--- config.mk ---
export PLATFORM = sky130hd
export DESIGN_NAME = ep1_in_endpoint
export DESIGN_NICKNAME = d
export VERILOG_FILES = /design/src/rtl/usb_pkg.sv /design/src/rtl/usb_crc16.sv /design/src/rtl/ep1_in_endpoint.sv
export SDC_FILE = /design/constraint.sdc
export NUM_CORES = 1
export LEC_CHECK = 0
export ABC_CLOCK_PERIOD_IN_PS = 6200
export CAP_MARGIN = 20
export CORE_UTILIZATION = 50
export CTS_BUF_LIST = sky130_fd_sc_hd__clkbuf_16
export DETAILED_ROUTE_END_ITERATION = 8
export GPL_ROUTABILITY_DRIVEN = 1
export PLACE_DENSITY = 0.7
export REMOVE_ABC_BUFFERS = 1
export SETUP_SLACK_MARGIN = 0.5
export SYNTH_ARGS = -nofsm -noshare
export SYNTH_HDL_FRONTEND = slang
export SYNTH_SLANG_ARGS = --single-unit
--- constraint.sdc ---
create_clock -name clk -period 6.2 [get_ports clk]
set_input_delay 1.86 -clock clk [delete_from_list [all_inputs] [get_ports clk]]
set_output_delay 1.86 -clock clk [all_outputs]
set_load 0.01 [all_outputs]
--- src/rtl/usb_pkg.sv ---
// Shared USB constants, CRC16 parameters and the IN endpoint state encoding.
package usb_pkg;

   localparam logic [7:0] PID_DATA0 = 8'hC3;
   localparam logic [7:0] PID_DATA1 = 8'h4B;
   localparam logic [7:0] PID_ACK   = 8'hD2;
   localparam logic [7:0] PID_NAK   = 8'h5A;
   localparam logic [7:0] PID_STALL = 8'h1E;

   localparam logic [15:0] CRC16_POLY     = 16'h8005;
   localparam logic [15:0] CRC16_INIT     = 16'hFFFF;
   localparam logic [15:0] CRC16_RESIDUAL = 16'h800D;

   typedef enum logic [2:0] {
      ST_IDLE     = 3'd0,
      ST_HS       = 3'd1,
      ST_PID      = 3'd2,
      ST_PAYLOAD  = 3'd3,
      ST_CRC_LO   = 3'd4,
      ST_CRC_HI   = 3'd5,
      ST_WAIT_ACK = 3'd6
   } ep_state_e;

   // USB shifts bits LSB-first, so the CRC register runs with the mirrored polynomial.
   function automatic logic [15:0] bit_rev16(input logic [15:0] v);
      logic [15:0] r;
      for (int i = 0; i < 16; i++) r[i] = v[15-i];
      return r;
   endfunction

endpackage

--- src/rtl/usb_crc16.sv ---
// Byte-wide reflected USB CRC16 (poly 0x8005, LSB-first); init has priority over enable.
module usb_crc16
   import usb_pkg::*;
(
   input  logic        clk,
   input  logic        rst,
   input  logic        init_i,
   input  logic        en_i,
   input  logic [7:0]  data_i,
   output logic [15:0] crc_o
);

   localparam logic [15:0] POLY_R = bit_rev16(CRC16_POLY);

   logic [15:0] crc_q;
   logic [15:0] crc_d;

   function automatic logic [15:0] crc_byte(input logic [15:0] c_in, input logic [7:0] d);
      logic [15:0] c;
      c = c_in;
      for (int i = 0; i < 8; i++) begin
         if (c[0] ^ d[i]) c = (c >> 1) ^ POLY_R;
         else             c = c >> 1;
      end
      return c;
   endfunction

   always_comb begin
      crc_d = crc_q;
      if (init_i)    crc_d = CRC16_INIT;
      else if (en_i) crc_d = crc_byte(crc_q, data_i);
   end

   always_ff @(posedge clk or posedge rst) begin
      if (rst) crc_q <= CRC16_INIT;
      else     crc_q <= crc_d;
   end

   assign crc_o = crc_q;

endmodule

--- src/rtl/ep1_in_endpoint.sv ---
// USB interrupt IN endpoint 1: report buffer, DATA0/1 + CRC16 sender, NAK, ACK wait with retry.
// Optional feature macro EP1_STALL_EN adds a halt input that answers IN tokens with STALL.
module ep1_in_endpoint
   import usb_pkg::*;
#(
   parameter int MAX_PKT     = 8,
   parameter int ACK_TIMEOUT = 255
) (
   input  logic       clk,
   input  logic       rst,
   input  logic [7:0] wr_data,
   input  logic [5:0] wr_addr,
   input  logic       wr_en,
   input  logic       tx_req,
   output logic       tx_done_tgl,
   input  logic       in_token,
   input  logic       ack_rcvd,
   input  logic       toggle_clr,
   output logic [7:0] tx_data,
   output logic       tx_valid,
   output logic       tx_last,
   input  logic       tx_ready,
`ifdef EP1_STALL_EN
   input  logic       halt,
`endif
   output ep_state_e  dbg_state_o
);

   localparam int AW = (MAX_PKT > 1) ? $clog2(MAX_PKT) : 1;
   localparam int CW = $clog2(ACK_TIMEOUT + 1);
   localparam logic [AW-1:0] LAST_IDX = AW'(MAX_PKT - 1);
   localparam logic [CW-1:0] TIMEOUT  = CW'(ACK_TIMEOUT);

   ep_state_e   state_q, state_d;
   logic [7:0]  pkt_buf_q [MAX_PKT];
   logic [AW-1:0] idx_q, idx_d;
   logic [CW-1:0] cnt_q, cnt_d;
   logic        toggle_q, toggle_d;
   logic        pid_q, pid_d;
   logic        stall_q, stall_d;
   logic        done_q, done_d;
   logic [15:0] crc;
   logic        halt_w;
   logic        accept;
   logic        buf_wr_ok;

`ifdef EP1_STALL_EN
   assign halt_w = halt;
`else
   assign halt_w = 1'b0;
`endif

   // Stream handshake: a byte transfers on every clk where tx_valid & tx_ready; while
   // tx_valid is high and tx_ready low, tx_data and tx_last hold their values.
   assign accept = tx_valid & tx_ready;

   // Payload is frozen while any byte of a DATA packet is on the wire.
   always_comb begin
      buf_wr_ok = wr_en && ({1'b0, wr_addr} < 7'(MAX_PKT)) &&
                  (state_q == ST_IDLE || state_q == ST_HS || state_q == ST_WAIT_ACK);
   end

   always_ff @(posedge clk) begin
      if (buf_wr_ok) pkt_buf_q[wr_addr[AW-1:0]] <= wr_data;
   end

   usb_crc16 u_crc (
      .clk    (clk),
      .rst    (rst),
      .init_i (state_q == ST_PID),
      .en_i   (state_q == ST_PAYLOAD && accept),
      .data_i (tx_data),
      .crc_o  (crc)
   );

   always_ff @(posedge clk or posedge rst) begin
      if (rst) state_q <= ST_IDLE;
      else     state_q <= state_d;
   end

   always_comb begin
      state_d = state_q;
      case (state_q)
         ST_IDLE: begin
            if (in_token) state_d = (halt_w || !tx_req) ? ST_HS : ST_PID;
         end
         ST_HS:       if (accept) state_d = ST_IDLE;
         ST_PID:      if (accept) state_d = ST_PAYLOAD;
         ST_PAYLOAD:  if (accept && idx_q == LAST_IDX) state_d = ST_CRC_LO;
         ST_CRC_LO:   if (accept) state_d = ST_CRC_HI;
         ST_CRC_HI:   if (accept) state_d = ST_WAIT_ACK;
         ST_WAIT_ACK: if (ack_rcvd || cnt_q == TIMEOUT) state_d = ST_IDLE;
         default:     state_d = ST_IDLE;
      endcase
   end

   always_comb begin
      tx_valid = 1'b0;
      tx_last  = 1'b0;
      tx_data  = 8'h00;
      case (state_q)
         ST_HS: begin
            tx_valid = 1'b1;
            tx_last  = 1'b1;
            tx_data  = stall_q ? PID_STALL : PID_NAK;
         end
         ST_PID: begin
            tx_valid = 1'b1;
            tx_data  = pid_q ? PID_DATA1 : PID_DATA0;
         end
         ST_PAYLOAD: begin
            tx_valid = 1'b1;
            tx_data  = pkt_buf_q[idx_q];
         end
         ST_CRC_LO: begin
            tx_valid = 1'b1;
            tx_data  = ~crc[7:0];
         end
         ST_CRC_HI: begin
            tx_valid = 1'b1;
            tx_last  = 1'b1;
            tx_data  = ~crc[15:8];
         end
         default: ;
      endcase
   end

   // The PID is latched at the token so a toggle clear mid-packet cannot change it.
   always_comb begin
      idx_d    = idx_q;
      cnt_d    = cnt_q;
      toggle_d = toggle_q;
      pid_d    = pid_q;
      stall_d  = stall_q;
      done_d   = done_q;
      if (state_q == ST_IDLE && in_token) begin
         idx_d   = '0;
         stall_d = halt_w;
         pid_d   = toggle_clr ? 1'b0 : toggle_q;
      end
      if (state_q == ST_PAYLOAD && accept && idx_q != LAST_IDX) idx_d = idx_q + 1'b1;
      if (state_q == ST_CRC_HI && accept) cnt_d = '0;
      else if (state_q == ST_WAIT_ACK && cnt_q != TIMEOUT) cnt_d = cnt_q + 1'b1;
      if (state_q == ST_HS && accept && !stall_q) done_d = ~done_q;
      if (state_q == ST_WAIT_ACK && ack_rcvd) begin
         done_d   = ~done_q;
         toggle_d = ~toggle_q;
      end
      if (toggle_clr) toggle_d = 1'b0;
   end

   always_ff @(posedge clk or posedge rst) begin
      if (rst) begin
         idx_q    <= '0;
         cnt_q    <= '0;
         toggle_q <= 1'b0;
         pid_q    <= 1'b0;
         stall_q  <= 1'b0;
         done_q   <= 1'b0;
      end else begin
         idx_q    <= idx_d;
         cnt_q    <= cnt_d;
         toggle_q <= toggle_d;
         pid_q    <= pid_d;
         stall_q  <= stall_d;
         done_q   <= done_d;
      end
   end

   assign tx_done_tgl = done_q;
   assign dbg_state_o = state_q;

endmodule
# Word level (Yosys, flattened, before mapping)

Memory sizes are Yosys's and may differ from the RTL's.
Cells that the tools add are included.
Widths: inputs -> output; s select.

Bits in registers: 33
Latch bits: 0
RAM bits: 64
ROM bits: 0
Output and inout port bits: 14
Memories kept: 1

Add/sub/neg operators: 2
$mul: 0
Div/mod/pow operators: 0
Magnitude comparators: 1
Equality and inequality tests: 17
Shift-type cells: 0
Multiplexer cells: 48
Bitwise gates (word level): 21
Reductions and logical operators: 22

Memory list:

| memory    | words | width | read ports | clocked after memory_dff | wr ports | RTL line              | text |
|---|---|---|---|---|---|---|---|
| pkt_buf_q | 8     | 8     | 1          | 0                        | 1        | ep1_in_endpoint.sv:35 | `logic [7:0] pkt_buf_q [MAX_PKT];` |

Operator list:

| operator            | count |
|---|---|
| $mux 16             | 24 |
| $pmux 8 s5          | 1 |
| $mux 3              | 9 |
| $mux 8              | 3 |
| $not 2->3           | 8 |
| $pmux 3 s7          | 1 |
| $not 8->8           | 2 |
| $eq 3x3->1 const B  | 4 |
| $ne 2x2->1 const B  | 6 |
| $logic_and 1x1->1   | 10 |
| $reduce_bool 2->1   | 5 |
| $mux 1              | 9 |
| $add 8x1->8 const B | 1 |
| $eq 8x8->1 const B  | 1 |
| $ne 8x8->1 const B  | 1 |
| $xor 1x1->1         | 8 |
| $reduce_and 7->1    | 1 |
| $eq 3x2->1 const B  | 2 |
| $lt 6x4->1 const B  | 1 |
| $reduce_or 5->1     | 1 |
| $add 3x1->3 const B | 1 |
| $eq 3x1->1 const B  | 1 |
| $logic_not 3->1     | 1 |
| $logic_or 1x1->1    | 3 |
| other kinds (6)     | 7 |

# Longest topological paths before layout

Depth after elaboration: 35
Mapped depth: 10
Gate-level depth less buffers: 8

# Hierarchy

From an unflattened synthesis, not the netlist that was laid out.

Cells, all modules: 354
Area, all modules: 4640.7 sq um

By module, submodules not included:

| module          | instances | cells an instance | area an instance (sq um) | seq. area each (sq um) |
|---|---|---|---|---|
| ep1_in_endpoint | 1         | 267               | 3733.6                   | 2347.3 |
| usb_crc16       | 1         | 87                | 907.1                    | 420.4 |

# Least setup slack after synthesis

OpenSTA, ideal clock, no wires.

Path type: register to output
Start point: register state_q[0], in the netlist dbg_state_o[0]
End point: output tx_data[5]
Arrival: 1755 ps
Path slack: 2585 ps
Stages on the path, launching flop included: 6
Path buffers: 3
Path through: dfrtp_1 -> buf_2 -> buf_1 -> clkbuf_1 -> mux2_2 -> o22ai_1

Word-level cells in the longest chain between the ends: 2

RTL lines:

| item                                     | RTL line               | text |
|---|---|---|
| start, declared                          | ep1_in_endpoint.sv:34  | `ep_state_e state_q, state_d;` |
| start signal, assigned                   | ep1_in_endpoint.sv:78  | `else state_q <= state_d;` |
| $eq 3x3->1, or another cell as far along | ep1_in_endpoint.sv:101 | `case (state_q)` |
| $pmux 8 s5 *                             | ep1_in_endpoint.sv:101 |  |
| end, declared                            | ep1_in_endpoint.sv:19  | `output logic [7:0] tx_data,` |

Mark *: on every way between the ends. The rest lies on a longest branch, timed or not.

# Final worst setup path

Start point: register idx_q[1]
End point: output tx_data[4]

Word-level cells in the longest chain between the ends: 2

RTL lines:

| item                   | RTL line               | text |
|---|---|---|
| start, declared        | ep1_in_endpoint.sv:36  | `logic [AW-1:0] idx_q, idx_d;` |
| start signal, assigned | ep1_in_endpoint.sv:161 | `idx_q <= idx_d;` |
| $mem_v2 8x8            | --                     |  |
| $pmux 8 s5             | ep1_in_endpoint.sv:101 |  |

No other way between the ends.

==> results.tsv <==
metric	value	unit
DR vias	3074	
MaxCap Viol Count	0	
fin crit period	4.878	ns
CP max-delay cell	dfrtp_1	
Final Cell Area	0.005448	mm^2
CTS H-Tree Depth	3	
critical-path maximum fanout	22	
layout cell share with drive strength beyond 1	0.1332	
number of global-route vias before repair	2985	
RSZ-0062 raised after global routing	no	
Synth cell types	59	
grt total ovfl	0	
Combinational Power Share	0.485	
GP Congestion	0.7857	
post-CTS sizing	0	
Post-synth EDFFs	64	
Max Clock Skew	0.005221	ns
period utilization	0.7867	
crit path kind	reg2out	
register clock-pin slew on the reported worst setup and hold paths	0.07	ns
first-pass GRT wire length	15260	um
Static Leakage	1.967	nW
FMAX	205.0	MHz
Die W	99.38	um
CTS tree	done	
Critical R2R Capture	u_crc.crc_o[15]	
Root Buffer	clkbuf_16	
status	completed	
Final Util	0.5924	
Ys Warns	0	
sequential area share after synthesis	0.5838	
Int Power	1.910	mW
Final setup viols	0	
Via density	5.866	
PortBufs	35	
Worst Max-Slew Pin Slew	0.9670	ns
hold-fix buffers at CTS	0	
wirelength, routed	9491	um
Fin Setup TNS	0	ns
post-synth top area cell	edfxtp_1	
most common library cells after synthesis	edfxtp_1, nand2_1, o21ai_0, nor2_1, a21oi_1	
diode count	0	
DP Area	0.005162	mm^2
nets	434	
sequential power share	0.332	
mapped cell area	0.004741	mm^2
row count	35	
Initial Util	0.5155	
Chip Height	99.38	um
clk sinks	97	
initial DRC count	150	
Worst Path Arrival	3.02	ns
Area Growth Syn to Fin	14.91	%
worst min path class	reg2reg	
max-slew violation count	0	
worst relative slew slack	0.3530	
Clk pwr share	0.183	
drc violations	0	
post-route ant nets	0	
CP max stage delay	0.92	ns
R2R cell count	9	
synth top area cells	edfxtp_1, dfrtp_1, dfstp_2	
initial antenna violation count	0	
Pre-antenna DRT Iters	4	
Hold Path Origin	u_crc.crc_o[9]	
CTS Buf Count	9	
WHS Endpoint	u_crc.crc_o[1]	
Primary FF master, synth	edfxtp_1	
worst path required time	4.34	ns
cell breakdown of the critical path	mux2i_1, and3_1, o41ai_2, nand2_1, o22ai_1, clkdlybuf4s50_1	
hpwl dp	6336	um
cell count after synthesis	378	
sw frac	0.3503	
largest net degree at the start of global routing	27	
r2r setup slk	2.70	ns
net load switching power	1.030	mW
asr flop ratio synth	0.3402	
power per cell area	539.8	mW/mm^2
Tot GR Track Use	0.2070	
Yosys reg bits	97	
CTS Buffer Depth	2	
Fin. Hold Viols	0	
worst skew pair latency	0.34	ns
post-CTS setup buffers	0	
crit path capture type	output pin	
die area	0.009875	mm^2
Synth top area share	0.4054	
crit start category	register	
# IOs	36	
Mean Syn Cell Area	12.54	um^2
maximum VDD drop	345.2	uV
routed len/inst	18.11	um
R2R Path Start	dbg_state_o[0]	
core area	0.009196	mm^2
Worst Hold Depth	2	
most numerous cell in the Yosys netlist	edfxtp_1	
critical path: cells and delay by family, from the launching register on:
kind,cells,cell delay (ns)
AO/OA/AOI/OAI,2,0.71
buffers and inverters,1,0.57
flip-flops,1,0.92
multiplexers,1,0.15
AND/OR/NAND/NOR,2,0.33
through the flow:
| stage | hold WS, ns | std cells | setup slack (ns) | total power, mW |
|---|---|---|---|---|
| global route | 0.4858 | 524 | 1.012 | 3.131 |
| global placement | 0.4502 | 509 | 1.677 | 2.396 |
| floorplan | 0.4373 | 359 | 2.504 | 2.038 |
| detailed placement | 0.4485 | 509 | 1.629 | 2.415 |
| finish | 0.4589 | 524 | 1.322 | 2.941 |
| CTS | 0.4622 | 524 | 1.249 | 2.959 |
routing by layer:
metal / GRT usage / routed length, um / vias to the layer above
li1: - / - / 1467
met5: 0 / 0 / -
met2: 0.3483 / 4806 / 73
met4: 0.09729 / 150 / 0
met1: 0.2585 / 4027 / 1519
met3: 0.04146 / 506 / 15
cell type report:
class | count | area, um^2
Clock inverter | 6 | 60.06
Clock buffer | 9 | 225.2
Tap cell | 111 | 138.9
Fill cell | 735 | 3749
Multi-Input combinational cell | 253 | 1842
Inverter | 9 | 33.78
Timing Repair Buffer | 39 | 380.4
Sequential cell | 97 | 2768
flip-flops by register name, summed over array words and instances, names as in the netlist:
| name | flops |
|---|---|
| tx_done_tgl | 1 |
| dbg_state_o | 3 |
| u_crc.crc_o | 16 |
| pid_q | 1 |
| pkt_buf_q | 64 |
| toggle_q | 1 |
| idx_q | 3 |
| cnt_q | 8 |
power by group through the flow:
stage / Sequential, mW / Combinational [mW] / Clock, mW
global route: 0.998 / 1.56 / 0.573
detailed placement: 0.990 / 1.42 / 0
floorplan: 0.949 / 1.09 / 0
global placement: 0.986 / 1.41 / 0
CTS: 0.978 / 1.44 / 0.545
finish: 0.978 / 1.42 / 0.538
kinds of logic (layout without fill, tap and decap cells):
logic type / after synthesis / in the layout / share of synthesized area
AND/OR/NAND/NOR: 122 / 122 / 0.1291
flip-flops: 97 / 97 / 0.5838
AO/OA/AOI/OAI: 77 / 77 / 0.1019
buffers and inverters: 28 / 63 / 0.02877
multiplexers: 27 / 27 / 0.08789
XOR/XNOR: 24 / 24 / 0.06070
adder cells (fa/ha/maj): 3 / 3 / 0.007919
cell usage in the layout (no fill, tap or decap), types with 4 or more instances in the layout:
master | netlist | final
dfrtp_1 | 17 | 17
edfxtp_1 | 64 | 64
xnor3_1 | 4 | 4
mux2i_1 | 12 | 12
dfstp_2 | 16 | 16
mux4_1 | 4 | 4
mux2_2 | 5 | 5
xor2_1 | 12 | 12
clkdlybuf4s50_1 | 0 | 35
nor3_1 | 9 | 8
nand2_1 | 36 | 36
nand3_1 | 9 | 9
o21ai_0 | 30 | 30
nor2_1 | 25 | 25
nor2b_1 | 4 | 4
buf_4 | 1 | 4
xnor2_1 | 5 | 5
a21oi_1 | 19 | 19
or3_1 | 6 | 6
and3_1 | 4 | 4
inv_1 | 9 | 9
clkbuf_16 | 0 | 9
nand2b_1 | 14 | 14
mux4_2 | 6 | 6
how the worst max path moves through the flow:
stage | endpoint | startpoint | slack (ns)
after floorplan | tx_data[4] | idx_q[1] | 2.50
after global routing | tx_data[4] | idx_q[1] | 1.01
final | tx_data[4] | idx_q[1] | 1.32
after detailed placement | tx_data[4] | idx_q[1] | 1.63
after CTS | tx_data[4] | idx_q[1] | 1.25
after global placement | tx_data[4] | idx_q[1] | 1.68
(Power assumes the default switching activity.)
